===== config.mk =====
export PLATFORM = sky130hd
export DESIGN_NAME = pupil_marker_ctrl_flat
export DESIGN_NICKNAME = d
export VERILOG_FILES = /design/src/rtl/pupil_pkg.sv /design/src/rtl/pupil_marker_ctrl_if.sv /design/src/rtl/pupil_min_tracker.sv /design/src/rtl/pupil_marker_ctrl.sv /design/src/flat_wrapper.sv
export SDC_FILE = /design/constraint.sdc
export NUM_CORES = 1
export LEC_CHECK = 0
export ABC_AREA = 0
export BUFFER_PORTS_ARGS = -buffer_cell sky130_fd_sc_hd__buf_2
export CAP_MARGIN = 20
export CORE_MARGIN = 2
export CORE_UTILIZATION = 47
export DETAILED_ROUTE_END_ITERATION = 8
export PLACE_DENSITY = 0.75
export SYNTH_ARGS = -nofsm -noshare
export SYNTH_HDL_FRONTEND = slang
export SYNTH_SLANG_ARGS = --single-unit

===== constraint.sdc =====
create_clock -name iCLK -period 2.04 [get_ports iCLK]
set_input_delay 0.102 -clock iCLK [delete_from_list [all_inputs] [get_ports iCLK]]
set_output_delay 0.102 -clock iCLK [all_outputs]
set_load 0.02 [all_outputs]

===== src/rtl/pupil_pkg.sv =====
// Shared types, widths, default marker centre and the coordinate clamp helper
// for the pupil marker controller.
package pupil_pkg;

  localparam int COORD_W = 13;
  localparam int PIX_W   = 10;

  typedef logic [COORD_W-1:0] coord_t;
  typedef logic [PIX_W-1:0]   pix_t;

  localparam coord_t DEF_CENTRE_X = 13'd520;
  localparam coord_t DEF_CENTRE_Y = 13'd420;
  localparam pix_t   PIX_MAX      = '1;

  typedef enum logic [1:0] {
    ST_IDLE     = 2'd0,
    ST_WAIT_SOF = 2'd1,
    ST_SCAN     = 2'd2
  } state_e;

  function automatic coord_t clamp_coord(input coord_t v, input coord_t lo, input coord_t hi);
    if (v < lo) return lo;
    if (v > hi) return hi;
    return v;
  endfunction

endpackage


===== src/rtl/pupil_marker_ctrl_if.sv =====
// Pixel stream, enable switch and committed marker box of the pupil marker
// controller; master drives the stream, slave is the controller.
interface pupil_marker_ctrl_if;
  import pupil_pkg::*;

  logic   iEN;
  logic   iDVAL;
  coord_t iH_Cont;
  coord_t iV_Cont;
  pix_t   iGRAY;

  coord_t oBOX_X0;
  coord_t oBOX_X1;
  coord_t oBOX_Y0;
  coord_t oBOX_Y1;
  logic   oBOX_VALID;
  pix_t   oMIN_VAL;
  logic   oBUSY;

  modport master (
    output iEN, iDVAL, iH_Cont, iV_Cont, iGRAY,
    input  oBOX_X0, oBOX_X1, oBOX_Y0, oBOX_Y1, oBOX_VALID, oMIN_VAL, oBUSY
  );

  modport slave (
    input  iEN, iDVAL, iH_Cont, iV_Cont, iGRAY,
    output oBOX_X0, oBOX_X1, oBOX_Y0, oBOX_Y1, oBOX_VALID, oMIN_VAL, oBUSY
  );

endinterface


===== src/rtl/pupil_min_tracker.sv =====
// Darkest-pixel accumulator over the region of interest: strict-less compare,
// so the first pixel in raster order wins a tie.
module pupil_min_tracker
  import pupil_pkg::*;
#(
  parameter coord_t ROI_X0 = 13'd256,
  parameter coord_t ROI_X1 = 13'd640,
  parameter coord_t ROI_Y0 = 13'd8,
  parameter coord_t ROI_Y1 = 13'd472
) (
  input  logic   clk_i,
  input  logic   rst_i,
  input  logic   init_i,
  input  logic   en_i,
  input  logic   dval_i,
  input  coord_t h_i,
  input  coord_t v_i,
  input  pix_t   gray_i,
  output pix_t   min_o,
  output coord_t cand_x_o,
  output coord_t cand_y_o
);

  pix_t   min_q, min_d;
  coord_t cand_x_q, cand_x_d;
  coord_t cand_y_q, cand_y_d;
  logic   in_roi;
  logic   take;

  // NOTE: every signal written here gets a default first, so no path leaves it
  // unassigned and no latch is inferred.
  always_comb begin
    min_d    = min_q;
    cand_x_d = cand_x_q;
    cand_y_d = cand_y_q;
    in_roi   = (h_i >= ROI_X0) && (h_i < ROI_X1) && (v_i >= ROI_Y0) && (v_i < ROI_Y1);
    take     = en_i && dval_i && in_roi && (gray_i < min_q);
    if (init_i) begin
      min_d    = PIX_MAX;
      cand_x_d = '0;
      cand_y_d = '0;
    end else if (take) begin
      min_d    = gray_i;
      cand_x_d = h_i;
      cand_y_d = v_i;
    end
  end

  // NOTE: state registers use non-blocking assignments so every flop samples
  // the pre-edge values regardless of block ordering.
  always_ff @(posedge clk_i) begin
    if (rst_i) begin
      min_q    <= PIX_MAX;
      cand_x_q <= '0;
      cand_y_q <= '0;
    end else begin
      min_q    <= min_d;
      cand_x_q <= cand_x_d;
      cand_y_q <= cand_y_d;
    end
  end

  assign min_o    = min_q;
  assign cand_x_o = cand_x_q;
  assign cand_y_o = cand_y_q;

endmodule


===== src/rtl/pupil_marker_ctrl.sv =====
// Frame-level pupil marker controller: finds the darkest ROI pixel per frame and
// commits a clamped marker box at each wrap. Optional macro: PUPIL_SMOOTH_EN.
module pupil_marker_ctrl
  import pupil_pkg::*;
#(
  parameter coord_t      ROI_X0      = 13'd256,
  parameter coord_t      ROI_X1      = 13'd640,
  parameter coord_t      ROI_Y0      = 13'd8,
  parameter coord_t      ROI_Y1      = 13'd472,
  parameter coord_t      BOX_HALF    = 13'd20,
  parameter pix_t        DARK_THRESH = 10'd100,
  parameter int unsigned MISS_LIMIT  = 4,
  parameter coord_t      DEF_X       = DEF_CENTRE_X,
  parameter coord_t      DEF_Y       = DEF_CENTRE_Y
) (
  input logic iCLK,
  input logic iRST,
  pupil_marker_ctrl_if.slave bus
);

  localparam int MISS_W = $clog2(MISS_LIMIT + 1);
  localparam logic [MISS_W-1:0] MISS_MAX = MISS_W'(MISS_LIMIT);
  localparam coord_t CX_LO = ROI_X0 + BOX_HALF;
  localparam coord_t CX_HI = ROI_X1 - 13'd1 - BOX_HALF;
  localparam coord_t CY_LO = ROI_Y0 + BOX_HALF;
  localparam coord_t CY_HI = ROI_Y1 - 13'd1 - BOX_HALF;

  state_e            state_q, state_d;
  coord_t            prev_v_q;
  coord_t            cx_q, cx_d;
  coord_t            cy_q, cy_d;
  logic              valid_q, valid_d;
  pix_t              min_val_q, min_val_d;
  logic [MISS_W-1:0] miss_q, miss_d, miss_next;

  logic   wrap, commit, trk_init, trk_en, hit;
  pix_t   trk_min;
  coord_t trk_cx, trk_cy, cand_cx, cand_cy;
`ifdef PUPIL_SMOOTH_EN
  logic [COORD_W:0] sum_x, sum_y;
`endif

  // The wrap pixel only opens a frame; it is never scored.
  assign wrap   = bus.iDVAL && (bus.iV_Cont < prev_v_q);
  assign trk_en = (state_q == ST_SCAN) && bus.iEN && !wrap;

  pupil_min_tracker #(
    .ROI_X0(ROI_X0), .ROI_X1(ROI_X1), .ROI_Y0(ROI_Y0), .ROI_Y1(ROI_Y1)
  ) u_min_tracker (
    .clk_i   (iCLK),
    .rst_i   (iRST),
    .init_i  (trk_init),
    .en_i    (trk_en),
    .dval_i  (bus.iDVAL),
    .h_i     (bus.iH_Cont),
    .v_i     (bus.iV_Cont),
    .gray_i  (bus.iGRAY),
    .min_o   (trk_min),
    .cand_x_o(trk_cx),
    .cand_y_o(trk_cy)
  );

  always_comb begin
    state_d  = state_q;
    commit   = 1'b0;
    trk_init = 1'b0;
    if (!bus.iEN) begin
      state_d = ST_IDLE;
    end else begin
      unique case (state_q)
        ST_IDLE:     state_d = ST_WAIT_SOF;
        ST_WAIT_SOF: if (wrap) begin
          state_d  = ST_SCAN;
          trk_init = 1'b1;
        end
        ST_SCAN:     if (wrap) begin
          commit   = 1'b1;
          trk_init = 1'b1;
        end
        default:     state_d = ST_IDLE;
      endcase
    end
  end

  always_comb begin
    cx_d      = cx_q;
    cy_d      = cy_q;
    valid_d   = valid_q;
    min_val_d = min_val_q;
    miss_d    = miss_q;
    hit       = (trk_min <= DARK_THRESH);
    cand_cx   = clamp_coord(trk_cx, CX_LO, CX_HI);
    cand_cy   = clamp_coord(trk_cy, CY_LO, CY_HI);
    miss_next = (miss_q == MISS_MAX) ? MISS_MAX : miss_q + 1'b1;
`ifdef PUPIL_SMOOTH_EN
    sum_x     = {1'b0, cx_q} + {1'b0, cand_cx};
    sum_y     = {1'b0, cy_q} + {1'b0, cand_cy};
`endif
    if (commit) begin
      min_val_d = trk_min;
      if (hit) begin
`ifdef PUPIL_SMOOTH_EN
        cx_d = sum_x[COORD_W:1];
        cy_d = sum_y[COORD_W:1];
`else
        cx_d = cand_cx;
        cy_d = cand_cy;
`endif
        miss_d  = '0;
        valid_d = 1'b1;
      end else begin
        miss_d = miss_next;
        // Box holds through short dropouts and snaps home once the run saturates.
        if (miss_next == MISS_MAX) begin
          cx_d    = DEF_X;
          cy_d    = DEF_Y;
          valid_d = 1'b0;
        end
      end
    end
  end

  always_ff @(posedge iCLK) begin
    if (iRST) begin
      state_q   <= ST_WAIT_SOF;
      prev_v_q  <= '0;
      cx_q      <= DEF_X;
      cy_q      <= DEF_Y;
      valid_q   <= 1'b0;
      min_val_q <= PIX_MAX;
      miss_q    <= '0;
    end else begin
      state_q   <= state_d;
      if (bus.iDVAL) prev_v_q <= bus.iV_Cont;
      cx_q      <= cx_d;
      cy_q      <= cy_d;
      valid_q   <= valid_d;
      min_val_q <= min_val_d;
      miss_q    <= miss_d;
    end
  end

  assign bus.oBOX_X0    = cx_q - BOX_HALF;
  assign bus.oBOX_X1    = cx_q + BOX_HALF;
  assign bus.oBOX_Y0    = cy_q - BOX_HALF;
  assign bus.oBOX_Y1    = cy_q + BOX_HALF;
  assign bus.oBOX_VALID = valid_q;
  assign bus.oMIN_VAL   = min_val_q;
  assign bus.oBUSY      = (state_q == ST_SCAN);

endmodule


===== src/flat_wrapper.sv =====
// flat-port wrapper written by rule: the top's interface ports become plain ports
module pupil_marker_ctrl_flat import pupil_pkg::*;
#(
  parameter coord_t      ROI_X0      = 13'd256,
  parameter coord_t      ROI_X1      = 13'd640,
  parameter coord_t      ROI_Y0      = 13'd8,
  parameter coord_t      ROI_Y1      = 13'd472,
  parameter coord_t      BOX_HALF    = 13'd20,
  parameter pix_t        DARK_THRESH = 10'd100,
  parameter int unsigned MISS_LIMIT  = 4,
  parameter coord_t      DEF_X       = DEF_CENTRE_X,
  parameter coord_t      DEF_Y       = DEF_CENTRE_Y
)
  (iCLK, iRST, bus_iEN, bus_iDVAL, bus_iH_Cont, bus_iV_Cont, bus_iGRAY, bus_oBOX_X0, bus_oBOX_X1, bus_oBOX_Y0, bus_oBOX_Y1, bus_oBOX_VALID, bus_oMIN_VAL, bus_oBUSY);
  pupil_marker_ctrl_if bus_i ();
  input logic iCLK;
  input logic iRST;
  input wire logic [$bits(bus_i.iEN)-1:0] bus_iEN;
  input wire logic [$bits(bus_i.iDVAL)-1:0] bus_iDVAL;
  input wire logic [$bits(bus_i.iH_Cont)-1:0] bus_iH_Cont;
  input wire logic [$bits(bus_i.iV_Cont)-1:0] bus_iV_Cont;
  input wire logic [$bits(bus_i.iGRAY)-1:0] bus_iGRAY;
  output wire logic [$bits(bus_i.oBOX_X0)-1:0] bus_oBOX_X0;
  output wire logic [$bits(bus_i.oBOX_X1)-1:0] bus_oBOX_X1;
  output wire logic [$bits(bus_i.oBOX_Y0)-1:0] bus_oBOX_Y0;
  output wire logic [$bits(bus_i.oBOX_Y1)-1:0] bus_oBOX_Y1;
  output wire logic [$bits(bus_i.oBOX_VALID)-1:0] bus_oBOX_VALID;
  output wire logic [$bits(bus_i.oMIN_VAL)-1:0] bus_oMIN_VAL;
  output wire logic [$bits(bus_i.oBUSY)-1:0] bus_oBUSY;
  assign bus_i.iEN = bus_iEN;
  assign bus_i.iDVAL = bus_iDVAL;
  assign bus_i.iH_Cont = bus_iH_Cont;
  assign bus_i.iV_Cont = bus_iV_Cont;
  assign bus_i.iGRAY = bus_iGRAY;
  assign bus_oBOX_X0 = bus_i.oBOX_X0;
  assign bus_oBOX_X1 = bus_i.oBOX_X1;
  assign bus_oBOX_Y0 = bus_i.oBOX_Y0;
  assign bus_oBOX_Y1 = bus_i.oBOX_Y1;
  assign bus_oBOX_VALID = bus_i.oBOX_VALID;
  assign bus_oMIN_VAL = bus_i.oMIN_VAL;
  assign bus_oBUSY = bus_i.oBUSY;
  pupil_marker_ctrl #(.ROI_X0(ROI_X0), .ROI_X1(ROI_X1), .ROI_Y0(ROI_Y0), .ROI_Y1(ROI_Y1), .BOX_HALF(BOX_HALF), .DARK_THRESH(DARK_THRESH), .MISS_LIMIT(MISS_LIMIT), .DEF_X(DEF_X), .DEF_Y(DEF_Y)) u_core (.iCLK(iCLK), .iRST(iRST), .bus(bus_i));
endmodule

==> results of run 1 <==
==> power breakdown <==
group | switching [W] | internal [W] | leakage, nW | total, W
Combinational | 0.000308 | 0.000270 | 2.37 | 0.000579
Sequential | 0.0000119 | 0.00180 | 0.740 | 0.00181
Clock | 0.000692 | 0.000664 | 0.109 | 0.00136
Total | 0.00101 | 0.00273 | 3.21 | 0.00374
==> through the flow <==
stage,setup TNS (ps),worst slack [ps]
2_1_floorplan,-1150,-55.4
6_report,-19010,-452
4_1_cts,-7210,-175
5_1_grt,-22440,-455
3_5_place_dp,-14240,-291
3_3_place_gp,-6970,-176
==> Yosys cell counts (all sizes together), types with 2 or more instances <==
master	instances
nand2b	2
clkbuf	22
nand4	32
mux2i	13
a211oi	3
and2	8
nand2	33
a21o	5
nand3b	2
and2b	3
nor4	4
inv	37
xor2	14
a31oi	4
o211ai	11
o21ai	25
a22oi	3
a21oi	41
or4	5
or2	3
o2bb2ai	11
nor2b	4
nor3	14
o21a	3
o31ai	29
nor2	34
ha	30
buf	24
or3	2
and3	10
dfxtp	91
nand3	21
o2111ai	2
xnor2	21
==> worst min-delay path: cells and delay by family <==
family	cells	cell delay (ps)
AO/OA/AOI/OAI	1	70
AND/OR/NAND/NOR	1	70
buffers and inverters	1	100
==> how the worst min path moves through the flow <==
stage,start,endpoint,slack (ps),cells after the start
finish,bus_iH_Cont[3],u_core.u_min_tracker.cand_x_o[3],-0.03,3
global route,bus_iH_Cont[3],u_core.u_min_tracker.cand_x_o[3],9,3
CTS,bus_iH_Cont[5],u_core.u_min_tracker.cand_x_o[5],2,3
detailed placement,bus_iH_Cont[6],u_core.u_min_tracker.cand_x_o[6],370,3
global placement,bus_iH_Cont[5],u_core.u_min_tracker.cand_x_o[5],370,3
floorplan,bus_iV_Cont[8],u_core.prev_v_q[8],250,2
==> logic make-up (layout without fill, tap and decap cells) <==
kind of cell / Yosys count / count (layout) / share of synthesized area
simple gates: 180 / 181 / 0.189
buf+inv: 83 / 256 / 0.0815
xor+xnor: 35 / 35 / 0.0616
compound gates: 146 / 148 / 0.200
fa+ha+maj: 30 / 30 / 0.0754
mux: 13 / 13 / 0.0261
flops: 91 / 91 / 0.366
==> registers in the layout, summed over array words and instances, names as in the netlist <==
| name | flops |
|---|---|
| u_core.u_min_tracker.cand_y_o | 13 |
| u_core.u_min_tracker.min_o | 10 |
| u_core.state_q | 2 |
| u_core.cy_q | 13 |
| u_core.miss_q | 3 |
| u_core.u_min_tracker.cand_x_o | 13 |
| u_core.prev_v_q | 13 |
| u_core.bus.oBOX_VALID | 1 |
| u_core.bus.oMIN_VAL | 10 |
| u_core.cx_q | 13 |
==> area by class of cell <==
cell class | count | area, um2
clock buffers | 12 | 165
clock inverters | 3 | 43.8
inverters | 37 | 139
fillers | 673 | 2720
well taps | 136 | 170
flip-flops and latches | 91 | 1850
multi-input cells | 407 | 3630
repair buffers | 204 | 1610
==> repair_timing <==
action                                  4_1_cts  5_1_grt
hold endpoints to repair                      3        2
pin swaps                                    74       51
endpoints found under the setup margin       78       88
cloned                                       11        5
hold buffers                                  3        2
setup buffers                                17       17
resized for setup                           107      116
==> metal layers <==
layer | share of wire | global-route usage | routed length, um | vias up
met5 | 0 | 0 | 0 | -
met4 | 0.071 | 0.159 | 1340 | 0
met3 | 0.080 | 0.0571 | 1530 | 133
met2 | 0.49 | 0.499 | 9270 | 378
met1 | 0.36 | 0.306 | 6830 | 2629
li1 | - | - | - | 2440
==> results.md, run 1 <==
* Unique cell type count in the Yosys netlist at 60
* First-pass GRT wire length at 25400 um
* Final setup fails at 78
* Post-synthesis async set-or-reset flop share at 0
* CP Cell Sequence: inv_2, ha_4, nand2_1, a2bb2oi_2, o211ai_1, buf_4, or3_4, o31ai_1, nand3_1
* Flop2flop setup slack at -450 ps
* Ys flop type: dfxtp_1
* Worst-path clk slew at ~100 ps
* Req. time, crit path at about 2300 ps
* Peak Freq at approximately 0.40 GHz
* Post-synth EDFFs at 0
* DR iter-0 viols at 360
* Power per standard cell area at roughly 490 nW/um2
* Slew headroom at 0.282
* Synth top area share at 0.366
* Overall Global Routing Usage at 0.279
* # Max-Cap Violations at 0
* Post-route insts no fill at just under 900
* Dominant cells by area after synthesis: dfxtp_1, ha_1, o31ai_1
* WP buf/inv at 2
* Worst hold path class: input pin to register
* Clock Path Buffers at 2
* Commonest non-fill, non-tap cell in the layout: buf_2
* DRC at 0
* Final HPWL DP at 9560 um
* RSZ-0062 raised after global routing: yes
* Final worst-path cycle share at 1.22
* Area growth syn-to-layout at 52.9%
* H-tree Lvls at 3
* Final estimated routing congestion in global placement at 0.877
* Worst skew pair latency at between 300 and 400 ps
* Mean Syn Cell Area at ~8.6 um2
* Crit path depth at 9
* Die area at ~11000 um2
* # port buffers at ~100
* Pre-antenna DRT Iters at 5
* Die Height at 107 um
* Layout cells sized above 1 at 0.493
* Initial antenna violation count at 0
* Endpoints failing hold at 1
* Max-slew violation count at 0
* Vias in the first global route at between 5000 and 6000
* Routed length per instance at ~21 um
* # rows at 37
* Worst R2R End: u_core.u_min_tracker.min_o[9]
* Die X at between 100 and 150 um
* Util after Layout at 0.737
* Crit end category: register
* Crit Path Category: register to register
* Crit path largest cell delay at 420 ps
* Pwr Total at about 0.0037 W
* Clock skew at about 12 ps
* Cell area after placement at roughly 5900 um2
* CP Launch Type: register
* Detailed Route WL at ~19000 um
* Cell taking the most area after synthesis: dfxtp_1
* Finished Cell Area at approximately 7600 um2
* Routed Antenna Nets at 0
* Violated checks: hold timing, setup timing
* Global route overflow at 0
* Setup crit start: u_core.u_min_tracker.min_o[9]
* Sequential share of the synthesized area at 0.366
* Vias/cell at ~6.3
* Tmin final at between 2000 and 2500 ps
* Number of diodes at 0
* Net Count, Synth at between 600 and 700
* CP top delay family: simple AND/OR/NAND/NOR gates
* Worst-Margin Slew at around 1100 ps
* CTS Buf Count at 9
* Total number of vias at about 5600
* Yosys warns at 0
* Fin Hold WS at -0.0324 ps
* # nets final at 820
* Initial Util at 0.482
* CP endpoint: u_core.u_min_tracker.min_o[9]
* Crit path DAT at roughly 2700 ps
* Pleak at 3.21 nW
* RR Startpoint: u_core.u_min_tracker.min_o[9]
* Peak supply drop at around 370 uV
* Io pins at 104
* Outcome: finished with violations
* Largest net degree at the start of global routing at 30
* Seq cells post-synth at slightly above 90
* Core Area at between 10000 and 15000 um2
* Setup ws final at -452 ps
* CP max FO at 5
* CP max-delay cell: or3_4
* Placed cells at between 800 and 900
* Clock Sinks at slightly above 90
* Commonest non-fill, non-tap cells in the layout: buf_2, dfxtp_1, buf_4, nand4_1
* R2R depth at 9
* Cell Area, Synth at 4980 um2
* TritonCTS clock tree: done
* Clock tree root driver cell: clkbuf_8
* Syn Inst Count at 578
No activity file was read; power rests on OpenSTA's default activity.
==> inputs of run 2 (changes only) <==
Settings changed: GPL_TIMING_DRIVEN from default to 0.
==> results.md, run 2 (synthesis gave the netlist of run 1 again) <==
* Outcome: finished with violations
* Violated checks: setup timing
* Setup_tns at -13360 ps
* Post-route insts no fill at around 860
* Initial Util at 0.482
* Clock Sinks at 91
* Routed Antenna Nets at 0
* # rows at 37
* H-tree Lvls at 3
* Finished Cell Area at 6940 um2
* Worst-Margin Slew at 675 ps
* Placed cells at 816
* Clock share of power at 0.346
* # port buffers at between 100 and 150
* Crit end category: register
* Area growth syn-to-layout at 39.4%
* CP Launch Type: register
* Global route overflow at 0
* Slew headroom at 0.545
* Req. time, crit path at around 2300 ps
* Commonest non-fill, non-tap cells in the layout: buf_2, dfxtp_1
* Die X at approximately 110 um
* CP max FO at 10
* Net Sw Power at approximately 0.00093 W
* Vias in the first global route at approximately 4500
* Vias/cell at between 5 and 6
* Pleak at approximately 3 nW
* DR iter-0 viols at between 200 and 250
* Worst skew pair latency at between 300 and 400 ps
* Reg power frac at 0.515
* Power per standard cell area at a little over 500 nW/um2
* Tmin final at roughly 2300 ps
* DRC at 0
* # Max-Cap Violations at 0
* Layout cells sized above 1 at 0.415
* Combinational share of power at 0.139
* Setup ws final at -255 ps
* RSZ-0062 raised after global routing: yes
* Peak supply drop at approximately 290 uV
* Overall Global Routing Usage at 0.226
* Clock skew at approximately 7.1 ps
* Final setup fails at 78
* # nets final at around 790
* Pre-antenna DRT Iters at 5
* Initial antenna violation count at 0
* Peak Freq at 0.436 GHz
* Util after Layout at 0.672
* Final estimated routing congestion in global placement at roughly 0.90
* Total number of vias at 4900
* Routed length per instance at around 17 um
* TritonCTS clock tree: done
* Core Area at ~10000 um2
* Final worst-path cycle share at 1.13
* Detailed Route WL at approximately 15000 um
* Io pins at around 100
* Sw Share at 0.266
* Number of diodes at 0
* Clock tree root driver cell: clkbuf_8
* Endpoints failing hold at 0
* Die area at about 11000 um2
* Commonest non-fill, non-tap cell in the layout: buf_2
* Crit Path Category: register to register
* Cell area after placement at roughly 5700 um2
* Final HPWL DP at approximately 9200 um
* Worst hold path class: input pin to register
* Layout fillers at approximately 760
* Worst-path clk slew at ~90 ps
* Max-slew violation count at 0
* Crit path DAT at 2550 ps
* Die Height at 107 um
* Pint at between 0.002 and 0.003 W
* Clock Path Buffers at 2
* CTS Buf Count at 9
* Largest net degree at the start of global routing at 16
* First-pass GRT wire length at ~21000 um
run 2: metal layers:
layer	vias up	wire length [um]	global-route usage
li1	2361	-	-
met1	2293	5850	0.276
met2	206	7330	0.406
met3	40	976	0.0371
met4	0	404	0.0677
met5	-	0	0
run 2: per-stage QoR:
step | total power, W | setup slack (ps) | hold slack [ps]
final | 0.00351 | -255 | 5.97
after global routing | 0.00363 | -305 | 9.35
after CTS | 0.00339 | -222 | 2.36
after floorplan | 0.00202 | -55.4 | 249
after detailed placement | 0.00213 | -519 | 371
after global placement | 0.00212 | -426 | 372
run 2: area by class of cell:
| cell class | instances | area [um2] | share of cell area |
|---|---|---|---|
| buffer | 40 | 339 | 0.0489 |
| clock inverter | 7 | 67.6 | 0.00974 |
| timing repair buffer | 136 | 852 | 0.123 |
| sequential | 91 | 1850 | 0.266 |
| multi-input combinational | 406 | 3390 | 0.489 |
| clock buffer | 9 | 124 | 0.0179 |
| inverter | 37 | 141 | 0.0204 |
| tap | 136 | 170 | 0.0245 |
run 2: worst max-delay path, stage by stage (launching register included):
cell and delay [ps]:
dfxtp_4 370, inv_4 70, ha_4 200, a21oi_2 150, a2bb2oi_2 160, o211ai_1 210
or3_1 420, buf_6 150, buf_8 160, o31ai_4 190, a21oi_1 110
run 2: timing repair:
action / in CTS / in global routing
pin swaps: 30 / 13
hold endpoints to repair: 5 / 0
hold buffers: 5 / 0
cloned: 3 / 6
resized for setup: 84 / 110
endpoints found under the setup margin: 81 / 93
setup buffers: 12 / 10
run 2: final timing paths:
check,slack (ps),endpoint,start,cells past startpoint
worst max-delay path,-260,u_core.u_min_tracker.cand_x_o[8],u_core.u_min_tracker.min_o[7],10
worst min register to register,460,u_core.u_min_tracker.cand_y_o[0],u_core.u_min_tracker.cand_y_o[0],2
worst max register to register,-260,u_core.u_min_tracker.cand_x_o[8],u_core.u_min_tracker.min_o[7],10
worst min-delay path,6,u_core.u_min_tracker.min_o[6],bus_iGRAY[6],3
run 2: power groups by stage:
stage / logic [W] / registers, W / clock network [W]
final: 0.000488 / 0.00181 / 0.00121
after global routing: 0.000519 / 0.00181 / 0.00130
after CTS: 0.000361 / 0.00181 / 0.00122
after detailed placement: 0.000288 / 0.00185 / 0
after global placement: 0.000275 / 0.00184 / 0
after floorplan: 0.000176 / 0.00184 / 0
